<file path="src/rtl/ahb_pkg.sv">
// Shared AHB-Lite definitions: transfer type and size codes, and the SRAM
// slave controller state encoding.
package ahb_pkg;

    localparam logic [1:0] HTRANS_IDLE   = 2'b00;
    localparam logic [1:0] HTRANS_BUSY   = 2'b01;
    localparam logic [1:0] HTRANS_NONSEQ = 2'b10;
    localparam logic [1:0] HTRANS_SEQ    = 2'b11;

    localparam logic [2:0] HSIZE_BYTE  = 3'd0;
    localparam logic [2:0] HSIZE_HALF  = 3'd1;
    localparam logic [2:0] HSIZE_WORD  = 3'd2;
    localparam logic [2:0] HSIZE_DWORD = 3'd3;

    typedef enum logic [2:0] {
        ST_IDLE,
        ST_WDATA,
        ST_RD_ISSUE,
        ST_RD_WAIT,
        ST_RD_DONE
    } sram_state_t;

endpackage

</file>
<file path="src/rtl/ahb_byte_mask.sv">
// Byte-lane mask for an AHB transfer: 2^hsize ones starting at lane addr_lo.
// Sizes wider than the bus select every lane.
module ahb_byte_mask #(
    parameter int unsigned NB = 8,
    parameter int unsigned BL = $clog2(NB)
) (
    input  logic [2:0]    hsize,
    input  logic [BL-1:0] addr_lo,
    output logic [NB-1:0] mask
);

    always_comb begin
        int unsigned off;
        int unsigned len;
        off  = 32'(addr_lo);
        len  = 32'd1 << hsize;
        mask = '0;
        for (int unsigned b = 0; b < NB; b++) begin
            if ((32'(hsize) > BL) || ((b >= off) && (b < off + len))) begin
                mask[b] = 1'b1;
            end
        end
    end

endmodule

</file>
<file path="src/rtl/ahb_sram_ctrl.sv">
// AHB-Lite slave in front of a single-port synchronous SRAM: zero-wait posted
// writes through a one-entry buffer, reads with 1+RD_WS wait states.
module ahb_sram_ctrl
    import ahb_pkg::*;
#(
    parameter int unsigned SZ    = 64,
    parameter int unsigned AW    = 10,
    parameter int unsigned RD_WS = 0
) (
    input  logic              HCLK,
    input  logic              HRESET,
    input  logic              HSEL,
    input  logic [31:0]       HADDR,
    input  logic [1:0]        HTRANS,
    input  logic              HWRITE,
    input  logic [2:0]        HSIZE,
    input  logic [SZ-1:0]     HWDATA,
    input  logic              HREADY,
    output logic              HREADYOUT,
    output logic [SZ-1:0]     HRDATA,
    output logic              sram_ce,
    output logic              sram_we,
    output logic [SZ/8-1:0]   sram_be,
    output logic [AW-1:0]     sram_addr,
    output logic [SZ-1:0]     sram_wdata,
    input  logic [SZ-1:0]     sram_rdata
);

    localparam int unsigned NB      = SZ / 8;
    localparam int unsigned BL      = $clog2(NB);
    localparam logic [1:0]  WS_LAST = (RD_WS > 0) ? 2'(RD_WS - 1) : 2'd0;

    sram_state_t     state_q, state_d;
    logic            slave_rdy;
    logic            accept;
    logic [NB-1:0]   acc_mask;
    logic [AW-1:0]   addr_q;
    logic [NB-1:0]   mask_q;

    logic            wbuf_valid;
    logic [AW-1:0]   wbuf_addr;
    logic [NB-1:0]   wbuf_mask;
    logic [SZ-1:0]   wbuf_data;
    logic            wbuf_load;
    logic            drain;

    logic [1:0]      ws_cnt;
    logic [SZ-1:0]   rdata_q;
    logic [SZ-1:0]   hrdata_q;
    logic [SZ-1:0]   fwd_src;
    logic [SZ-1:0]   fwd_data;
    logic            fwd_hit;

    logic            unused_haddr;
    assign unused_haddr = ^HADDR[31:AW+BL];

    ahb_byte_mask #(
        .NB (NB),
        .BL (BL)
    ) u_mask (
        .hsize   (HSIZE),
        .addr_lo (HADDR[BL-1:0]),
        .mask    (acc_mask)
    );

    always_comb begin
        slave_rdy = !((state_q == ST_RD_ISSUE) || (state_q == ST_RD_WAIT));
        accept    = HSEL && HREADY && slave_rdy &&
                    ((HTRANS == HTRANS_NONSEQ) || (HTRANS == HTRANS_SEQ));
        wbuf_load = (state_q == ST_WDATA);
        drain     = wbuf_valid && (state_q != ST_RD_ISSUE) && !HRESET;
    end

    always_comb begin
        state_d   = state_q;
        HREADYOUT = 1'b1;
        case (state_q)
            ST_IDLE, ST_WDATA, ST_RD_DONE: begin
                if (accept) begin
                    state_d = HWRITE ? ST_WDATA : ST_RD_ISSUE;
                end else begin
                    state_d = ST_IDLE;
                end
            end
            ST_RD_ISSUE: begin
                HREADYOUT = 1'b0;
                state_d   = (RD_WS > 0) ? ST_RD_WAIT : ST_RD_DONE;
            end
            ST_RD_WAIT: begin
                HREADYOUT = 1'b0;
                if (ws_cnt == WS_LAST) begin
                    state_d = ST_RD_DONE;
                end
            end
            default: state_d = ST_IDLE;
        endcase
    end

    // Read strobe wins the port; otherwise the buffered write drains. Both are
    // suppressed while reset is asserted so a pending write is truly discarded.
    always_comb begin
        sram_ce    = 1'b0;
        sram_we    = 1'b0;
        sram_be    = '0;
        sram_addr  = '0;
        sram_wdata = '0;
        if (!HRESET) begin
            if (state_q == ST_RD_ISSUE) begin
                sram_ce   = 1'b1;
                sram_addr = addr_q;
            end else if (wbuf_valid) begin
                sram_ce    = 1'b1;
                sram_we    = 1'b1;
                sram_be    = wbuf_mask;
                sram_addr  = wbuf_addr;
                sram_wdata = wbuf_data;
            end
        end
    end

    // With wait states the buffer drains during RD_WAIT, so the forward merge is
    // applied when SRAM data is captured; in RD_DONE the buffer is then empty.
    always_comb begin
        fwd_src  = ((state_q == ST_RD_DONE) && (RD_WS != 0)) ? rdata_q : sram_rdata;
        fwd_hit  = wbuf_valid && (wbuf_addr == addr_q);
        fwd_data = fwd_src;
        for (int unsigned b = 0; b < NB; b++) begin
            if (fwd_hit && wbuf_mask[b]) begin
                fwd_data[8*b +: 8] = wbuf_data[8*b +: 8];
            end
        end
        HRDATA = (state_q == ST_RD_DONE) ? fwd_data : hrdata_q;
    end

    always_ff @(posedge HCLK) begin
        if (HRESET) begin
            state_q    <= ST_IDLE;
            wbuf_valid <= 1'b0;
            ws_cnt     <= 2'd0;
            hrdata_q   <= '0;
        end else begin
            state_q <= state_d;
            if (wbuf_load) begin
                wbuf_valid <= 1'b1;
            end else if (drain) begin
                wbuf_valid <= 1'b0;
            end
            ws_cnt <= (state_q == ST_RD_WAIT) ? ws_cnt + 2'd1 : 2'd0;
            if (state_q == ST_RD_DONE) begin
                hrdata_q <= fwd_data;
            end
        end
    end

    always_ff @(posedge HCLK) begin
        if (accept) begin
            addr_q <= HADDR[AW+BL-1:BL];
            mask_q <= acc_mask;
        end
        if (wbuf_load) begin
            wbuf_addr <= addr_q;
            wbuf_mask <= mask_q;
            wbuf_data <= HWDATA;
        end
        if ((state_q == ST_RD_WAIT) && (ws_cnt == 2'd0)) begin
            rdata_q <= fwd_data;
        end
    end

endmodule

</file>
<file path="config.mk">
export PLATFORM = sky130hd
export DESIGN_NAME = ahb_sram_ctrl
export DESIGN_NICKNAME = d
export VERILOG_FILES = /design/src/rtl/ahb_pkg.sv /design/src/rtl/ahb_byte_mask.sv /design/src/rtl/ahb_sram_ctrl.sv
export SDC_FILE = /design/constraint.sdc
export NUM_CORES = 1
export LEC_CHECK = 0
export CAP_MARGIN = 20
export CELL_PAD_IN_SITES_DETAIL_PLACEMENT = 1
export CELL_PAD_IN_SITES_GLOBAL_PLACEMENT = 1
export CORE_MARGIN = 4
export CORE_UTILIZATION = 35
export DETAILED_ROUTE_END_ITERATION = 16
export GPL_TIMING_DRIVEN = 1
export PLACE_DENSITY_LB_ADDON = 0.1
export SYNTH_ARGS = -nofsm -noshare
export SYNTH_HDL_FRONTEND = slang
export SYNTH_SLANG_ARGS = --single-unit
</file>
<file path="constraint.sdc">
create_clock -name HCLK -period 18.8 [get_ports HCLK]
set_input_delay 3.76 -clock HCLK [delete_from_list [all_inputs] [get_ports HCLK]]
set_output_delay 3.76 -clock HCLK [all_outputs]
set_load 0.005 [all_outputs]
</file>
==> summary.md <==
| Metric | Value |
|---|---|
| DRC Markers | `0` |
| Ant. Diodes | `0` |
| Worst path top cell family by delay | `buffers and inverters` |
| Post-Route WL | `24700 um` |
| Post-route setup slack | `9.68 ns` |
| First-pass GRT wire length | `38900 um` |
| CP Capture Type | `output pin` |
| Placed inst area | `11500 um2` |
| Pre-antenna DRT Iters | `4` |
| Fraction of the cycle the final worst path needs | `48.5%` |
| #FFs+latches synth | `170` |
| RSZ-0062 raised after global routing | `no` |
| # hold bufs at CTS | `0` |
| TritonCTS Sinks | `170` |
| Final instance area | `12100 um2` |
| Syn_area_per_cell | `10.6 um2` |
| VDD IR max | `0.0555 mV` |
| Static Leak | `4.61 nW` |
| Post-synth cell types | `39` |
| Slowest stage delay, CP | `0.54 ns` |
| Die height | `161 um` |
| Avg Vias per Cell | `4.73` |
| Fin cells | `1385` |
| Startpoint types | `primary input` |
| Dpl ws | `9.64 ns` |
| Postcts setup bufs | `0` |
| Tot GR Track Use | `19.1%` |
| Fmax | `110 MHz` |
| Mapped Cells | `772` |
| Cell area after synthesis | `8170 um2` |
| Max Cap Violations | `0` |
| Number of flops mapped to enable cells by yosys | `100` |
| Worst hold margin | `0.421 ns` |
| Fin nets | `1234` |
| Total Die Area | `25800 um2` |
| Clock buffer count from CTS | `17` |
| Number of gates resized after cts | `0` |
| Pin count of the biggest net entering global routing | `82` |
| CTS Buffer Depth | `2` |
| Most frequent cell after synthesis | `nor2_1` |
| FF-to-FF Start | `addr_q[3]` |
| Worst setup path start | `HRESET` |
| H-Tree Depth | `4` |
| Worst skew pair latency | `0.43 ns` |
| Initial Util | `35.9%` |
| FP Rows | `55` |
| CP bufs+invs | `3` |
| Commonest register cell after synthesis | `edfxtp_1` |
| Tightest Pin Transition | `0.946 ns` |
| Critical Path RT | `15.04 ns` |
| Share of layout cells above drive strength 1 | `12.2%` |
| Area share of the largest cell type after synthesis | `36.8%` |
| Clock Skew | `0.0135 ns` |
| GRT overflow | `0` |
| Pins Over Slew Limit | `0` |
| Sequential element share of the synthesized area | `53.9%` |
| Total core area | `22800 um2` |
| Post-synth net total | `947` |
| CTS tree | `yes` |
| Final Critical Period | `9.12 ns` |
| Area grow syn2layout | `47.7%` |
| Setup CP Type | `primary input to output pin` |
| Root buffer cell | `clkbuf_16` |
| DR WL/cell | `17.9 um` |
| Post-Place Cells | `1352` |
| Hold Path Class | `flop to flop` |
| Worst-path clk slew | `0.06 ns` |
| CP Max Fanout | `53` |
| Async SR Flop Fraction | `0%` |
| Endpoints failing setup | `0` |
| Top area cells in the synthesized netlist | `edfxtp_1 (37%), dfxtp_1 (17%), nor2_1 (12%), mux2_4 (12%), and2_1 (5.6%)` |
| Synth top cells by count | `nor2_1 (267), edfxtp_1 (100), and2_1 (73), dfxtp_1 (70), nor3_1 (67)` |
| Hold Startpoint | `mask_q[2]` |
| Synthesis warning total | `0` |
| Cell taking the most area after synthesis | `edfxtp_1` |
| Die Wd | `161 um` |
| Power density cells | `67.8 nW/um2` |
| Antenna violations before repair | `0` |
| Vias in the first global route | `6829` |
| Final GP Congestion | `0.733` |
| TNS Setup | `0 ns` |
| Worst-path cell chain | `buf_2 > nor3b_4 > buf_4 > a22o_1 > clkdlybuf4s50_1` |
| Final Hold Fails | `0` |
| Crit path DAT | `5.36 ns` |
| DRT iter0 DRCs | `263` |
| Via count | `6549` |
| Final HPWL DP | `17800 um` |
| Master of the slowest instance on the critical path | `clkdlybuf4s50_1` |
| Post-route ant nets | `0` |
| Relative slew slack | `36.5%` |
| Status | `complete, no violations` |
| Num ports | `319` |
| Port Buffers | `298` |
## flip-flops by register name (all words and copies together), names as in the netlist
signal and cells:
addr_q 10, hrdata_q 64, mask_q 8, state_q 3, wbuf_addr 10, wbuf_data 64, wbuf_mask 8, wbuf_valid 1
ws_cnt 2
## final cells by class
type | instances | area, um2
inverter | 5 | 18.8
clock buffer | 17 | 425
timing repair buffer | 306 | 3050
tap | 313 | 392
multi-input combinational | 559 | 3630
sequential | 170 | 4400
clock inverter | 15 | 154
fill | 2472 | 10700
## worst register-to-register path, cell delays in order, from the launching register on
cell	delay, ns
edfxtp_1	0.46
xnor2_2	0.40
nand4_2	0.24
nor4_4	0.78
mux2_4	0.37
nor3_1	0.18
## placed cells by master (no fill, tap or decap), types with 4 or more instances in the layout
cell	n
a21oi_1	7
a22o_1	8
and2_1	72
buf_4	7
clkbuf_16	17
clkdlybuf4s50_1	297
dfxtp_1	70
edfxtp_1	100
ha_1	4
inv_1	5
inv_6	7
inv_8	4
mux2_4	64
nand2_1	6
nand3_1	11
nor2_1	267
nor3_1	67
nor3b_1	4
nor4_4	8
xnor2_2	9
## cell families after synthesis
kind of cell	after synthesis	synth area share, %
xor gates and xnor gates	11	2.01
AOI/OAI and AO/OA	25	2.21
muxes	65	11.9
buffers and inverters	43	1.98
adders and majority gates	5	0.858
and+or+nand+nor	453	27.2
DFF	170	53.9
## routing by layer
layer	wire (um)	up-vias	global-route usage, %
li1	-	3202	-
met2	12200	172	32.7
met4	212	0	4.42
met3	1440	16	5.16
met5	0	-	0
met1	10900	3159	24.1
## per-stage QoR
stage,power (mW),util [%]
2_1_floorplan,0.429,-
3_5_place_dp,0.474,50.4
6_report,0.817,53.0
4_1_cts,0.829,52.9
5_1_grt,0.850,53.0
3_3_place_gp,0.473,50.4
## path summary, 6_finish.rpt
kind	cells after the start	slack [ns]	end
setup / recovery	5	9.68	sram_addr[8]
hold reg to reg	0	0.42	wbuf_mask[2]
setup reg to reg	5	16.27	hrdata_q[50]
hold / removal	0	0.42	wbuf_mask[2]
## power by group
| group | leakage, nW | switching, mW | total (mW) | internal (mW) |
|---|---|---|---|---|
| sequential | 1.47 | 0.00233 | 0.401 | 0.399 |
| combinational | 2.85 | 0.0239 | 0.0645 | 0.0407 |
| clock | 0.288 | 0.163 | 0.352 | 0.189 |
Power figures use the tool's default switching activity.
